## src/rtl/mem_access_unit_pkg.sv

```systemverilog
// Shared types and defaults for the multicycle memory access unit.
// The ABORT encoding exists only when MEM_TIMEOUT_EN is defined.
package mem_access_unit_pkg;

    localparam int DEFAULT_N              = 32;
    localparam int DEFAULT_TIMEOUT_CYCLES = 16;

    typedef enum logic [1:0] {
        ST_IDLE  = 2'b00,
        ST_BUSY  = 2'b01,
        ST_DONE  = 2'b10
`ifdef MEM_TIMEOUT_EN
        , ST_ABORT = 2'b11
`endif
    } state_e;

endpackage

```

## src/rtl/mem_access_unit_if.sv

```systemverilog
// Memory-side bus of the access unit: request/write strobe/address/data out,
// read data and acknowledge back.
interface mem_access_unit_if
    import mem_access_unit_pkg::*;
#(
    parameter int N = DEFAULT_N
) ();

    logic         mem_req;
    logic         mem_we;
    logic [N-1:0] mem_addr;
    logic [N-1:0] mem_wdata;
    logic [N-1:0] mem_rdata;
    logic         mem_ack;

    modport master (
        output mem_req, mem_we, mem_addr, mem_wdata,
        input  mem_rdata, mem_ack
    );

    modport slave (
        input  mem_req, mem_we, mem_addr, mem_wdata,
        output mem_rdata, mem_ack
    );

endinterface

```

## src/rtl/mem_timeout_ctr.sv

```systemverilog
// Busy-cycle watchdog for the access unit; built only with MEM_TIMEOUT_EN.
// expire_o flags the BUSY cycle in which the count would reach TIMEOUT_CYCLES.
`ifdef MEM_TIMEOUT_EN
module mem_timeout_ctr
    import mem_access_unit_pkg::*;
#(
    parameter int TIMEOUT_CYCLES = DEFAULT_TIMEOUT_CYCLES
) (
    input  logic clk,
    input  logic rst,
    input  logic clear_i,
    input  logic busy_i,
    input  logic ack_i,
    output logic expire_o
);

    localparam int CW = $clog2(TIMEOUT_CYCLES + 1);

    logic [CW-1:0] count_q, count_d;

    always_comb begin
        count_d = count_q;
        if (clear_i) begin
            count_d = '0;
        end else if (busy_i && !ack_i) begin
            count_d = count_q + CW'(1);
        end
    end

    always_ff @(posedge clk or posedge rst) begin
        if (rst) begin
            count_q <= '0;
        end else begin
            count_q <= count_d;
        end
    end

    // An ack in the final cycle wins over the abort.
    assign expire_o = busy_i && !ack_i && (count_q == CW'(TIMEOUT_CYCLES - 1));

endmodule
`endif

```

## src/rtl/mem_access_unit.sv

```systemverilog
// Memory access unit for a multicycle CPU: IDLE -> BUSY -> DONE handshake with
// registered outputs. MEM_TIMEOUT_EN adds a busy watchdog, ABORT state and sticky mem_err.
module mem_access_unit
    import mem_access_unit_pkg::*;
#(
    parameter int N              = DEFAULT_N,
    parameter int TIMEOUT_CYCLES = DEFAULT_TIMEOUT_CYCLES
) (
    input  logic              clk,
    input  logic              rst,
    input  logic              MemRead,
    input  logic              MemWrite,
    input  logic              IorD,
    input  logic              IRWrite,
    input  logic [N-1:0]      pc,
    input  logic [N-1:0]      alu_out,
    input  logic [N-1:0]      b_reg,
    output logic              mem_ready,
    output logic [N-1:0]      ir_out,
    output logic [N-1:0]      mdr_out,
    output logic              mem_err,
    mem_access_unit_if.master bus
);

    state_e       state_q, state_d;
    logic         req_q, req_d;
    logic         we_q, we_d;
    logic         ready_q, ready_d;
    logic         irw_q, irw_d;
    logic [N-1:0] addr_q, addr_d;
    logic [N-1:0] wdata_q, wdata_d;
    logic [N-1:0] ir_q, ir_d;
    logic [N-1:0] mdr_q, mdr_d;
    logic         accept;
    logic         ack_seen;

    assign accept   = (state_q == ST_IDLE) && (MemRead || MemWrite);
    // Acks outside an active request are ignored, including stale ones after reset.
    assign ack_seen = req_q && bus.mem_ack;

`ifdef MEM_TIMEOUT_EN
    logic err_q, err_d;
    logic expire;

    mem_timeout_ctr #(
        .TIMEOUT_CYCLES(TIMEOUT_CYCLES)
    ) u_timeout (
        .clk      (clk),
        .rst      (rst),
        .clear_i  (accept),
        .busy_i   (state_q == ST_BUSY),
        .ack_i    (ack_seen),
        .expire_o (expire)
    );

    always_ff @(posedge clk or posedge rst) begin
        if (rst) begin
            err_q <= 1'b0;
        end else begin
            err_q <= err_d;
        end
    end

    assign mem_err = err_q;
`else
    logic unused_timeout_cfg;
    assign unused_timeout_cfg = (TIMEOUT_CYCLES > 0);
    assign mem_err            = 1'b0;
`endif

    always_comb begin
        state_d = state_q;
        req_d   = req_q;
        we_d    = we_q;
        ready_d = 1'b0;
        irw_d   = irw_q;
        addr_d  = addr_q;
        wdata_d = wdata_q;
        ir_d    = ir_q;
        mdr_d   = mdr_q;
`ifdef MEM_TIMEOUT_EN
        err_d   = err_q;
`endif
        case (state_q)
            ST_IDLE: begin
                if (accept) begin
                    state_d = ST_BUSY;
                    req_d   = 1'b1;
                    // Write wins when both strobes are high; the read is dropped.
                    we_d    = MemWrite;
                    irw_d   = IRWrite && !MemWrite;
                    addr_d  = IorD ? alu_out : pc;
                    wdata_d = b_reg;
                end
            end
            ST_BUSY: begin
                if (ack_seen) begin
                    state_d = ST_DONE;
                    req_d   = 1'b0;
                    we_d    = 1'b0;
                    ready_d = 1'b1;
                    if (!we_q) begin
                        mdr_d = bus.mem_rdata;
                        if (irw_q) begin
                            ir_d = bus.mem_rdata;
                        end
                    end
                end
`ifdef MEM_TIMEOUT_EN
                else if (expire) begin
                    state_d = ST_ABORT;
                    req_d   = 1'b0;
                    we_d    = 1'b0;
                    ready_d = 1'b1;
                    err_d   = 1'b1;
                end
`endif
            end
            default: begin
                // DONE (and ABORT) hold for exactly one cycle.
                state_d = ST_IDLE;
            end
        endcase
    end

    always_ff @(posedge clk or posedge rst) begin
        if (rst) begin
            state_q <= ST_IDLE;
            req_q   <= 1'b0;
            we_q    <= 1'b0;
            ready_q <= 1'b0;
            irw_q   <= 1'b0;
            addr_q  <= '0;
            wdata_q <= '0;
            ir_q    <= '0;
            mdr_q   <= '0;
        end else begin
            state_q <= state_d;
            req_q   <= req_d;
            we_q    <= we_d;
            ready_q <= ready_d;
            irw_q   <= irw_d;
            addr_q  <= addr_d;
            wdata_q <= wdata_d;
            ir_q    <= ir_d;
            mdr_q   <= mdr_d;
        end
    end

    assign bus.mem_req   = req_q;
    assign bus.mem_we    = we_q;
    assign bus.mem_addr  = addr_q;
    assign bus.mem_wdata = wdata_q;
    assign mem_ready     = ready_q;
    assign ir_out        = ir_q;
    assign mdr_out       = mdr_q;

endmodule

```

## src/flat_wrapper.sv

```systemverilog
// flat-port wrapper written by rule: the top's interface ports become plain ports
module mem_access_unit_flat import mem_access_unit_pkg::*;
#(
    parameter int N              = DEFAULT_N,
    parameter int TIMEOUT_CYCLES = DEFAULT_TIMEOUT_CYCLES
)
  (clk, rst, MemRead, MemWrite, IorD, IRWrite, pc, alu_out, b_reg, mem_ready, ir_out, mdr_out, mem_err, bus_mem_req, bus_mem_we, bus_mem_addr, bus_mem_wdata, bus_mem_rdata, bus_mem_ack);
  mem_access_unit_if #(.N(N)) bus_i ();
  input  logic clk;
  input  logic rst;
  input  logic MemRead;
  input  logic MemWrite;
  input  logic IorD;
  input  logic IRWrite;
  input  logic [N-1:0] pc;
  input  logic [N-1:0] alu_out;
  input  logic [N-1:0] b_reg;
  output logic mem_ready;
  output logic [N-1:0] ir_out;
  output logic [N-1:0] mdr_out;
  output logic mem_err;
  output wire logic [$bits(bus_i.mem_req)-1:0] bus_mem_req;
  output wire logic [$bits(bus_i.mem_we)-1:0] bus_mem_we;
  output wire logic [$bits(bus_i.mem_addr)-1:0] bus_mem_addr;
  output wire logic [$bits(bus_i.mem_wdata)-1:0] bus_mem_wdata;
  input wire logic [$bits(bus_i.mem_rdata)-1:0] bus_mem_rdata;
  input wire logic [$bits(bus_i.mem_ack)-1:0] bus_mem_ack;
  assign bus_mem_req = bus_i.mem_req;
  assign bus_mem_we = bus_i.mem_we;
  assign bus_mem_addr = bus_i.mem_addr;
  assign bus_mem_wdata = bus_i.mem_wdata;
  assign bus_i.mem_rdata = bus_mem_rdata;
  assign bus_i.mem_ack = bus_mem_ack;
  mem_access_unit #(.N(N), .TIMEOUT_CYCLES(TIMEOUT_CYCLES)) u_core (.clk(clk), .rst(rst), .MemRead(MemRead), .MemWrite(MemWrite), .IorD(IorD), .IRWrite(IRWrite), .pc(pc), .alu_out(alu_out), .b_reg(b_reg), .mem_ready(mem_ready), .ir_out(ir_out), .mdr_out(mdr_out), .mem_err(mem_err), .bus(bus_i));
endmodule
```

## config.mk

```make
export PLATFORM = sky130hd
export DESIGN_NAME = mem_access_unit_flat
export DESIGN_NICKNAME = d
export VERILOG_FILES = /design/src/rtl/mem_access_unit_pkg.sv /design/src/rtl/mem_access_unit_if.sv /design/src/rtl/mem_timeout_ctr.sv /design/src/rtl/mem_access_unit.sv /design/src/flat_wrapper.sv
export SDC_FILE = /design/constraint.sdc
export NUM_CORES = 1
export LEC_CHECK = 0
export BUFFER_PORTS_ARGS = -buffer_cell sky130_fd_sc_hd__buf_2
export CORE_UTILIZATION = 42
export CTS_CLUSTER_DIAMETER = 40
export CTS_CLUSTER_SIZE = 30
export DETAILED_ROUTE_END_ITERATION = 12
export PLACE_DENSITY = 0.77
export SETUP_SLACK_MARGIN = 0.3
export SLEW_MARGIN = 20
export SYNTH_ARGS = -nofsm -noshare
export SYNTH_HDL_FRONTEND = slang
export SYNTH_SLANG_ARGS = --single-unit
```

## constraint.sdc

```tcl
create_clock -name clk -period 4.8 [get_ports clk]
set_input_delay 0.72 -clock clk [delete_from_list [all_inputs] [get_ports clk]]
set_output_delay 0.72 -clock clk [all_outputs]
set_load 0.01 [all_outputs]
```

==> impl_metrics.toml, run 1 <==
[timing]
clock-skew-final_ps = 10.0
period_needed_ps = 1800
worst_slew_pin_slew_ps = 782
finalHoldViolCount = 0
report.final.slew_viol_count = 0
setup_total_negative_slack_ps = 0
hold-worst-slack_ps = 448
slew_headroom = 0.478
final_min_period_over_clock_period = 0.375
clock.fmax_mhz = 555
rsz_0062_raised_after_global_routing = "no"
setup-violations-final = 0

[final_layout]
number_of_fillers_in_the_final_layout = 997
insertedDiodeCount = 0
cell_count_final_fillers_out = 788
multiInputGateArea_sq_um = 1920
design_area_sq_um = 7510
post_layout_net_count = 738
register_area_sq_um = 3350
area.growth.synth_to_final_pct = 38.9
final_layout_size_suffix_gt1_frac = 0.748

[yosys]
synth.ff_latch_count = 134
post_synth_num_cell_types = 21
synth_area_sq_um = 5410
yosys_most_used_dff = "sky130_fd_sc_hd__dfrtp_1"
synth_edf_count = 0
synthesis.nets = 466
top_cell_type_by_total_area_after_synthesis = "sky130_fd_sc_hd__dfrtp_1"
yosys.cell_count.top_type = "sky130_fd_sc_hd__mux2_2"
synth-warning-count = 0
synth.top_cells.by_area = "sky130_fd_sc_hd__dfrtp_1 (62%), sky130_fd_sc_hd__mux2_2 (32%), sky130_fd_sc_hd__mux2_1 (1.2%), sky130_fd_sc_hd__buf_2 (0.83%), sky130_fd_sc_hd__buf_4 (0.69%)"
post_synth_inst_count = 331
post_synth_top_area_share = 0.620
syn_area_per_cell_sq_um = 16.3
ys_top_cells_by_count = "sky130_fd_sc_hd__mux2_2 (154), sky130_fd_sc_hd__dfrtp_1 (134), sky130_fd_sc_hd__buf_2 (9)"
synth.yosys.seq_area_share = 0.620
proportion_of_synthesized_flip_flops_having_asynchronous_set_or_reset = 1.00

[setup_path]
startpoint_types = "register"
startpoint_of_the_lowest_slack_register_to_register_path = "u_core.state_q[1]"
path_buf_inv = 1
timing_worst_setup_path_type = "reg -> reg"
cp_top_family = "simple AND/OR/NAND/NOR gates"
critPathLaunch = "u_core.state_q[1]"
crit_path_cell_trace = "nand4b_4, nor3b_4, buf_4, mux2_2"
crit_path_max_fanout = 32
critPathSlowestCell = "sky130_fd_sc_hd__dfrtp_1"
crit_path_end_kind = "register"
required_ps = 5090
crit_arrival_ps = 2100
worst_path_largest_cell_delay_ps = 430

[clocking]
tritoncts_num_sinks = 134
clockRootBuffer = "sky130_fd_sc_hd__clkbuf_16"
cts-buffers-inserted = 17
postCtsSetupBuffers = 0
cts_max_path_buffers = 2
number_of_buffers_inserted_by_hold_repair_at_cts = 0
h_tree_levels = 4
cts_tree = "done"
worst_skew_pair.late_latency_ps = 410
cts_repair_resize_count = 0
clkTransAtPathRegs_ps = 60

[placed_design]
placedCellCount = 756
placedInstanceArea_sq_um = 6880
place.gp.congestion = 0.732
hpwl_mm = 8.64
placement.io_buffers = 265

[route]
drt_pass1_iterations = 4
initialDrtViolationCount = 109
drt-total-wl_mm = 12.0
route.antenna.remaining_nets = 0
via_count = 3724
drc_errors = 0
drt-wirelength-per-cell_um = 15.2
detail_route.vias_per_cell = 4.73

[floorplanning]
fp-row-count = 41
vertical_die_dimension_um = 115
initial_core_util = 0.430
top_level_ports = 267
die_width_um = 115
area_of_the_die_sq_um = 13300
floorplan.core_area_sq_um = 12600

[power]
power.leakage_nw = 3.73
power.ir.vdd_worst_v = 0.000345
p_total_mw = 5.19
power_per_cell_area_nw_per_um2 = 691

[global_routing]
vias_in_the_first_global_route = 3926
antenna_found_initial = 0
wire_length_of_the_first_global_routing_pass_mm = 18.5
grt_start_max_net_pins = 66
groute.usage.overall = 0.185
grt_overflow = 0

[worst_hold_path]
hold_path_class = "in -> async"

[job]
timing.max_cap.violations = 0

[status]
status = "complete, no violations"
==> layer usage <==
metal	wire length [um]	vias up	global-route usage
met2	6210	156	0.309
li1	-	1731	-
met1	4590	1811	0.208
met3	846	26	0.0633
met4	348	0	0.105
met5	0	-	0
==> path summary, 6_finish.rpt <==
path / endpoint / slack (ps) / depth (start not counted)
max reg2reg: u_core.ir_out[15] / 3000 / 4
max: u_core.ir_out[15] / 3000 / 4
min in group clk: u_core.mdr_out[23] / 480 / 1
max in group asynchronous: u_core.bus.mem_addr[12] / 3280 / 3
min reg2reg: u_core.mdr_out[23] / 480 / 1
min: u_core.bus.mem_addr[3] / 450 / 2
==> sequential cells by signal (all words and copies together), names as in the netlist <==
name	flops
u_core.bus.mem_wdata	32
u_core.state_q	2
u_core.ir_out	32
u_core.irw_q	1
u_core.bus.mem_we	1
u_core.bus.mem_addr	32
u_core.mdr_out	32
u_core.mem_ready	1
u_core.bus.mem_req	1
==> cells by family after synthesis <==
group	Yosys count	synth area share
multiplexers	160	0.333
buffers and inverters	22	0.0250
AND/OR/NAND/NOR	9	0.0137
other	1	0.000694
flip-flops	134	0.620
AO/OA/AOI/OAI	5	0.00717
==> cells in the final DEF, fill, tap and decap left out <==
cell | netlist | layout
sky130_fd_sc_hd__a21o_1 | 1 | 1
sky130_fd_sc_hd__a31o_2 | 1 | 1
sky130_fd_sc_hd__a32o_1 | 1 | 1
sky130_fd_sc_hd__buf_2 | 9 | 265
sky130_fd_sc_hd__buf_4 | 5 | 6
sky130_fd_sc_hd__bufinv_16 | 0 | 3
sky130_fd_sc_hd__clkbuf_1 | 1 | 2
sky130_fd_sc_hd__clkbuf_16 | 0 | 17
sky130_fd_sc_hd__clkbuf_8 | 0 | 4
sky130_fd_sc_hd__clkinv_4 | 0 | 1
sky130_fd_sc_hd__clkinvlp_4 | 0 | 3
sky130_fd_sc_hd__conb_1 | 1 | 1
sky130_fd_sc_hd__dfrtp_1 | 134 | 134
sky130_fd_sc_hd__inv_1 | 4 | 3
sky130_fd_sc_hd__inv_4 | 0 | 1
sky130_fd_sc_hd__inv_6 | 0 | 2
sky130_fd_sc_hd__mux2_1 | 6 | 6
sky130_fd_sc_hd__mux2_2 | 154 | 154
sky130_fd_sc_hd__nand2_1 | 2 | 2
sky130_fd_sc_hd__nand3_1 | 1 | 1
sky130_fd_sc_hd__nand4b_4 | 1 | 1
sky130_fd_sc_hd__nor2_1 | 2 | 2
sky130_fd_sc_hd__nor2_2 | 1 | 1
sky130_fd_sc_hd__nor3_2 | 0 | 1
sky130_fd_sc_hd__nor3b_4 | 1 | 1
sky130_fd_sc_hd__o21ai_0 | 1 | 1
sky130_fd_sc_hd__o31ai_1 | 1 | 1
==> cell type report <==
cell class | instances | area share
clock buffer | 23 | 0.0650
clock inverter | 9 | 0.0185
inverter | 4 | 0.00233
multi-input combinational | 175 | 0.256
sequential | 134 | 0.447
tap | 172 | 0.0287
timing repair buffer | 271 | 0.183
==> where the power goes <==
part           total (mW)  switching (mW)  internal, mW  leakage [nW]
Combinational        1.86           0.866         0.990          1.82
Sequential           1.97           0.283          1.69          1.62
Clock                1.36           0.482         0.877         0.297
Total                5.19            1.63          3.56          3.73
==> metrics by stage <==
stage          setup WS [ps]  utilization
3_3_place_gp            2700        0.547
5_1_grt                 2910        0.597
6_report                3000        0.597
3_5_place_dp            2660        0.547
2_1_floorplan            497            -
4_1_cts                 2990        0.597
No activity file was read; power rests on OpenSTA's default activity.
==> inputs of run 2 (changes only) <==
--- a/config.mk
+++ b/config.mk
@@ -5,12 +5,13 @@
 export SDC_FILE = /design/constraint.sdc
 export NUM_CORES = 1
 export LEC_CHECK = 0
+export ABC_AREA = 1
 export BUFFER_PORTS_ARGS = -buffer_cell sky130_fd_sc_hd__buf_2
 export CORE_UTILIZATION = 42
 export CTS_CLUSTER_DIAMETER = 40
 export CTS_CLUSTER_SIZE = 30
 export DETAILED_ROUTE_END_ITERATION = 12
-export PLACE_DENSITY = 0.77
+export PLACE_DENSITY = 0.79
 export SETUP_SLACK_MARGIN = 0.3
 export SLEW_MARGIN = 20
 export SYNTH_ARGS = -nofsm -noshare
==> constraint.sdc (replaced) <==
create_clock -name clk -period 1.6 [get_ports clk]
set_input_delay 0.24 -clock clk [delete_from_list [all_inputs] [get_ports clk]]
set_output_delay 0.24 -clock clk [all_outputs]
set_load 0.01 [all_outputs]
==> impl_metrics.toml, run 2 <==
[route]
via_count = 5369
drt-wirelength-per-cell_um = 14.0
drt-total-wl_mm = 15.7
initialDrtViolationCount = 413
detail_route.vias_per_cell = 4.76
route.antenna.remaining_nets = 0
drc_errors = 0
drt_pass1_iterations = 4

[power]
power_per_cell_area_nw_per_um2 = 1990
comb_power_share = 0.381
p_int_mw = 9.68
seqPwrFrac = 0.372
switchingPower_mw = 5.91
clock_power_share = 0.247
power.leakage_nw = 4.65
p_total_mw = 15.6
power.ir.vdd_worst_v = 0.000810
p_sw_frac = 0.379

[global_routing]
globalRouteMet1Util = 0.284
grt_use_met3 = 0.0761
groute.layer.met2.usage = 0.381
grt_overflow = 0
vias_in_the_first_global_route = 5250
wire_length_of_the_first_global_routing_pass_mm = 25.5
grt_start_max_net_pins = 70
antenna_found_initial = 1
globalRoute.busiestLayer = "met2"
groute.usage.overall = 0.233

[floorplanning]
fp-row-count = 41
die_width_um = 118
top_level_ports = 267
floorplan.core_area_sq_um = 12800
area_of_the_die_sq_um = 13900
vertical_die_dimension_um = 118
initial_core_util = 0.439

[yosys]
synth_top_family_by_area = "simple AND/OR/NAND/NOR gates"
compound_gate_fraction_of_synth_area = 0.0327
synth_edf_count = 0
synth-xor-area-share = 0
synth.yosys.seq_area_share = 0.595
ys_top_cells_by_count = "sky130_fd_sc_hd__nand2_1 (360), sky130_fd_sc_hd__dfrtp_1 (134), sky130_fd_sc_hd__nand3_1 (65)"
post_synth_and_or_nand_nor_area_fraction = 0.308
yosys-mux-area-fraction = 0
post_synth_num_cell_types = 16
syn_area_per_cell_sq_um = 8.27
synth-warning-count = 0
yosys_most_used_dff = "sky130_fd_sc_hd__dfrtp_1"
top_cell_type_by_total_area_after_synthesis = "sky130_fd_sc_hd__dfrtp_1"
post_synth_top_area_share = 0.595
synth.ff_latch_count = 134
yosys.cell_count.top_type = "sky130_fd_sc_hd__nand2_1"
synth_area_sq_um = 5630
synth.top_cells.by_area = "sky130_fd_sc_hd__dfrtp_1 (60%), sky130_fd_sc_hd__nand2_1 (24%), sky130_fd_sc_hd__nand3_1 (5.8%), sky130_fd_sc_hd__o21ai_0 (3.1%), sky130_fd_sc_hd__inv_1 (2.5%)"
proportion_of_synthesized_flip_flops_having_asynchronous_set_or_reset = 1.00
post_synth_inst_count = 681
synthAdderAreaFrac = 0
synthesis.nets = 816

[timing]
setup-violations-final = 0
rsz_0062_raised_after_global_routing = "no"
period_needed_ps = 1240
clock.fmax_mhz = 805
finalHoldViolCount = 0
report.final.slew_viol_count = 0
clock-skew-final_ps = 6.62
setup_total_negative_slack_ps = 0
hold-worst-slack_ps = 23.1
final_min_period_over_clock_period = 0.777

[setup_path]
cp_top_family = "flip-flops"
startpoint_of_the_lowest_slack_register_to_register_path = "u_core.state_q[1]"
startpoint_types = "register"
critPathLaunch = "u_core.bus.mem_we"
timing_worst_setup_path_type = "reg -> out"
crit_arrival_ps = 1000
worst_path_largest_cell_delay_ps = 440
crit_path_cell_trace = "buf_2"
crit_path_end_kind = "output pin"
path_buf_inv = 1
crit_path_max_fanout = 4
critPathSlowestCell = "sky130_fd_sc_hd__dfrtp_2"
required_ps = 1360

[clocking]
clkTransAtPathRegs_ps = 60
clockRootBuffer = "sky130_fd_sc_hd__clkbuf_16"
tritoncts_num_sinks = 134
cts_max_path_buffers = 2
worst_skew_pair.late_latency_ps = 410
postCtsSetupBuffers = 0
h_tree_levels = 4
cts-buffers-inserted = 17
cts_tree = "done"

[worst_hold_path]
hold_path_class = "in -> reg"
source_of_the_worst_hold_timing_path = "b_reg[3]"

[status]
status = "complete, no violations"

[placed_design]
place.gp.congestion = 0.821
placedCellCount = 1093
placement.io_buffers = 265
hpwl_mm = 10.8

[final_layout]
area.growth.synth_to_final_pct = 39.0
final_layout_size_suffix_gt1_frac = 0.339
cell_count_final_fillers_out = 1128
number_of_fillers_in_the_final_layout = 1125
finalCoreUtilization = 0.610
multiInputGateArea_sq_um = 1940
layout_commonest_cell = "sky130_fd_sc_hd__nand2_1"
register_area_sq_um = 3350
most-common-layout-cells = "sky130_fd_sc_hd__nand2_1 (360), sky130_fd_sc_hd__buf_2 (265), sky130_fd_sc_hd__dfrtp_1 (133)"
post_layout_net_count = 1077

[job]
timing.max_cap.violations = 0
run 2: changes by cell type in the layout (fill, tap and decap cells not counted), moves of 3 or more:
cell / change
sky130_fd_sc_hd__nand2_1: +358
sky130_fd_sc_hd__o21ai_0: +34
sky130_fd_sc_hd__nand3_1: +64
sky130_fd_sc_hd__nor2_4: +3
sky130_fd_sc_hd__inv_1: +32
sky130_fd_sc_hd__clkinv_2: +4
sky130_fd_sc_hd__buf_12: +8
sky130_fd_sc_hd__mux2_2: -154
sky130_fd_sc_hd__mux2_1: -6
run 2: final timing paths:
check / endpoint / slack [ps] / cells past startpoint
max in group asynchronous: u_core.ir_out[8] / 790 / 4
min in group asynchronous: u_core.bus.mem_wdata[6] / 500 / 4
setup reg to reg: u_core.mdr_out[13] / 370 / 7
hold / removal: u_core.bus.mem_wdata[3] / 20 / 3
setup / recovery: bus_mem_we / 360 / 1
hold reg to reg: u_core.mdr_out[23] / 460 / 2
run 2: power groups by stage:
| stage | clock, mW | sequential, mW | combinational, mW |
|---|---|---|---|
| floorplan | 0 | 6.50 | 2.56 |
| detailed placement | 0 | 5.76 | 5.87 |
| finish | 3.85 | 5.79 | 5.94 |
| global placement | 0 | 5.77 | 5.70 |
| global route | 4.12 | 5.97 | 6.61 |
| CTS | 3.94 | 5.77 | 5.88 |
run 2: kinds of logic (layout without fill, tap and decap cells):
family	Yosys count	in the layout
AOI/OAI and AO/OA	36	36
and+or+nand+nor	433	433
buffers and inverters	77	351
other	1	2
DFF	134	134
run 2: cell type report:
class                   instances  area share
diodes                          1    0.000320
clock buffers                  20      0.0596
clock inverters                12      0.0163
inverters                      38      0.0190
multi-input cells             470       0.248
flip-flops and latches        134       0.428
well taps                     172      0.0275
repair buffers                281       0.201
run 2: stage by stage:
| step | setup slack (ps) | area (sq um) |
|---|---|---|
| 6_report | 357 | 7830 |
| 3_3_place_gp | 329 | 7150 |
| 2_1_floorplan | -305 | 5640 |
| 3_5_place_dp | 276 | 7150 |
| 5_1_grt | 295 | 7830 |
| 4_1_cts | 312 | 7760 |
run 2: what timing repair did:
item	in CTS	in global routing
pin swaps	0	1
gates resized for setup	2	11
gates cloned	0	1
hold endpoints to repair	134	0
hold buffers	1	0
setup endpoints to repair	47	97
run 2: per-layer routing:
layer / vias up / wire (um)
met4: 0 / 299
met2: 243 / 7730
met1: 2484 / 6450
met5: - / 0
li1: 2617 / -
met3: 25 / 1270
==> inputs of run 3 (changes only) <==
==> constraint.sdc (replaced) <==
create_clock -name clk -period 1.03 [get_ports clk]
set_input_delay 0.1545 -clock clk [delete_from_list [all_inputs] [get_ports clk]]
set_output_delay 0.1545 -clock clk [all_outputs]
set_load 0.01 [all_outputs]
==> impl_metrics.toml, run 3 (synthesis gave the netlist of run 2 again) <==
[status]
status = "complete, but fails checks"
violations = "hold timing, setup timing"

[route]
drt-total-wl_mm = 26.7
detail_route.vias_per_cell = 5.48
drt-wirelength-per-cell_um = 20.2
drt_pass1_iterations = 5
initialDrtViolationCount = 864
via_count = 7249
drc_errors = 0
route.antenna.remaining_nets = 0

[timing]
finalHoldViolCount = 79
setup_total_negative_slack_ps = -41660
clock-skew-final_ps = 12.0
worst_slew_pin_slew_ps = 529
slew_headroom = 0.644
layout_setup_ws_ps = -320
final_min_period_over_clock_period = 1.31
clock.fmax_mhz = 741
period_needed_ps = 1350
hold-worst-slack_ps = -304
report.final.slew_viol_count = 0
rsz_0062_raised_after_global_routing = "yes"
setup-violations-final = 264

[final_layout]
most-common-layout-cells = "sky130_fd_sc_hd__nand2_1 (256), sky130_fd_sc_hd__buf_2 (237), sky130_fd_sc_hd__dfrtp_1 (132)"
layout_commonest_cell = "sky130_fd_sc_hd__nand2_1"
finalCoreUtilization = 0.827
design_area_sq_um = 10600
area.growth.synth_to_final_pct = 88.4
number_of_fillers_in_the_final_layout = 623
post_layout_net_count = 1274
register_area_sq_um = 3360
multiInputGateArea_sq_um = 2470
insertedDiodeCount = 0
final_layout_size_suffix_gt1_frac = 0.504

[setup_path]
startpoint_of_the_lowest_slack_register_to_register_path = "u_core.state_q[1]"
critPathSlowestCell = "sky130_fd_sc_hd__dfrtp_1"
startpoint_types = "register"
crit_arrival_ps = 1700
crit_path_cell_trace = "inv_2, nand2_4, nor2_4, buf_4, clkbuf_16, nand3_1, nand2_1"
crit_path_max_fanout = 14
crit-reg2reg-capture = "u_core.ir_out[9]"
critPathLaunch = "u_core.state_q[1]"
required_ps = 1380
worst_path_largest_cell_delay_ps = 420
reg2reg_slack_ps = -320
reg2reg_depth = 7
timing_worst_setup_path_type = "reg -> reg"
crit_path_end_kind = "register"

[clocking]
cts_max_path_buffers = 2
worst_skew_pair.late_latency_ps = 420
clockRootBuffer = "sky130_fd_sc_hd__clkbuf_16"
h_tree_levels = 4
tritoncts_num_sinks = 134
cts-buffers-inserted = 17
clkTransAtPathRegs_ps = 50
cts_tree = "done"

[placed_design]
dpl_worst_slack_ps = -228
placement.io_buffers = 265
place.gp.congestion = 0.823
hpwl_mm = 11.0
placedInstanceArea_sq_um = 7380

[global_routing]
antenna_found_initial = 0
grt_start_max_net_pins = 69
groute.usage.overall = 0.284
vias_in_the_first_global_route = 6211
wire_length_of_the_first_global_routing_pass_mm = 30.7
grt_overflow = 0

[floorplanning]
die_width_um = 118
vertical_die_dimension_um = 118
fp-row-count = 41
area_of_the_die_sq_um = 13900
initial_core_util = 0.439
top_level_ports = 267
floorplan.core_area_sq_um = 12800

[power]
power_per_cell_area_nw_per_um2 = 3150
power.ir.vdd_worst_v = 0.00163
power.leakage_nw = 5.98

[worst_hold_path]
hold_path_class = "in -> async"

[job]
timing.max_cap.violations = 0
## run 3: worst max-delay path: cells and delay by family, from the launching register on
family,cells,cell delay [ps]
buffers and inverters,3,430
flip-flops,1,420
AND/OR/NAND/NOR,4,430
## run 3: how the worst max path moves through the flow
stage	end	slack, ps	depth (start not counted)
finish	u_core.ir_out[9]	-320	7
global route	u_core.ir_out[9]	-380	7
CTS	u_core.bus.mem_wdata[5]	-220	6
detailed placement	u_core.mdr_out[21]	-230	6
global placement	u_core.mdr_out[15]	-180	6
floorplan	u_core.bus.mem_addr[0]	-790	1
## run 3: cell type report
| type | count | share of cell area |
|---|---|---|
| clock inverters | 8 | 0.0138 |
| clock buffers | 24 | 0.0445 |
| well taps | 172 | 0.0203 |
| flip-flops and latches | 134 | 0.316 |
| repair buffers | 476 | 0.357 |
| multi-input cells | 471 | 0.233 |
| inverters | 38 | 0.0146 |
| repair inverters | 1 | 0.000590 |
## run 3: power breakdown
group          switching (mW)  leakage [nW]  total, mW  internal [mW]
combinational            8.92          4.00       17.5           8.53
sequential               1.74          1.68       9.44           7.71
clock                    2.33         0.298       6.51           4.18
total                    13.0          5.98       33.4           20.4
## run 3: layer usage
metal | vias up | part of all wire | GRT usage
met5 | - | 0 | 0
met4 | 0 | 0.074 | 0.144
met3 | 192 | 0.11 | 0.0862
met2 | 646 | 0.50 | 0.496
met1 | 3386 | 0.32 | 0.312
li1 | 3025 | - | -
## run 3: what timing repair did
action | CTS | global route
cloned | 3 | 18
hold endpoints to repair | 156 | 55
resized for setup | 27 | 181
setup buffers | 47 | 56
setup endpoints to repair | 265 | 265
pin swaps | 3 | 33
hold buffers | 59 | 1
## run 3: metrics by stage
step / total power, mW / std cells
after floorplan: 14.4 / 681
after global placement: 18.2 / 1108
after detailed placement: 18.5 / 1108
after CTS: 27.0 / 1249
after global routing: 34.7 / 1324
final: 33.4 / 1324
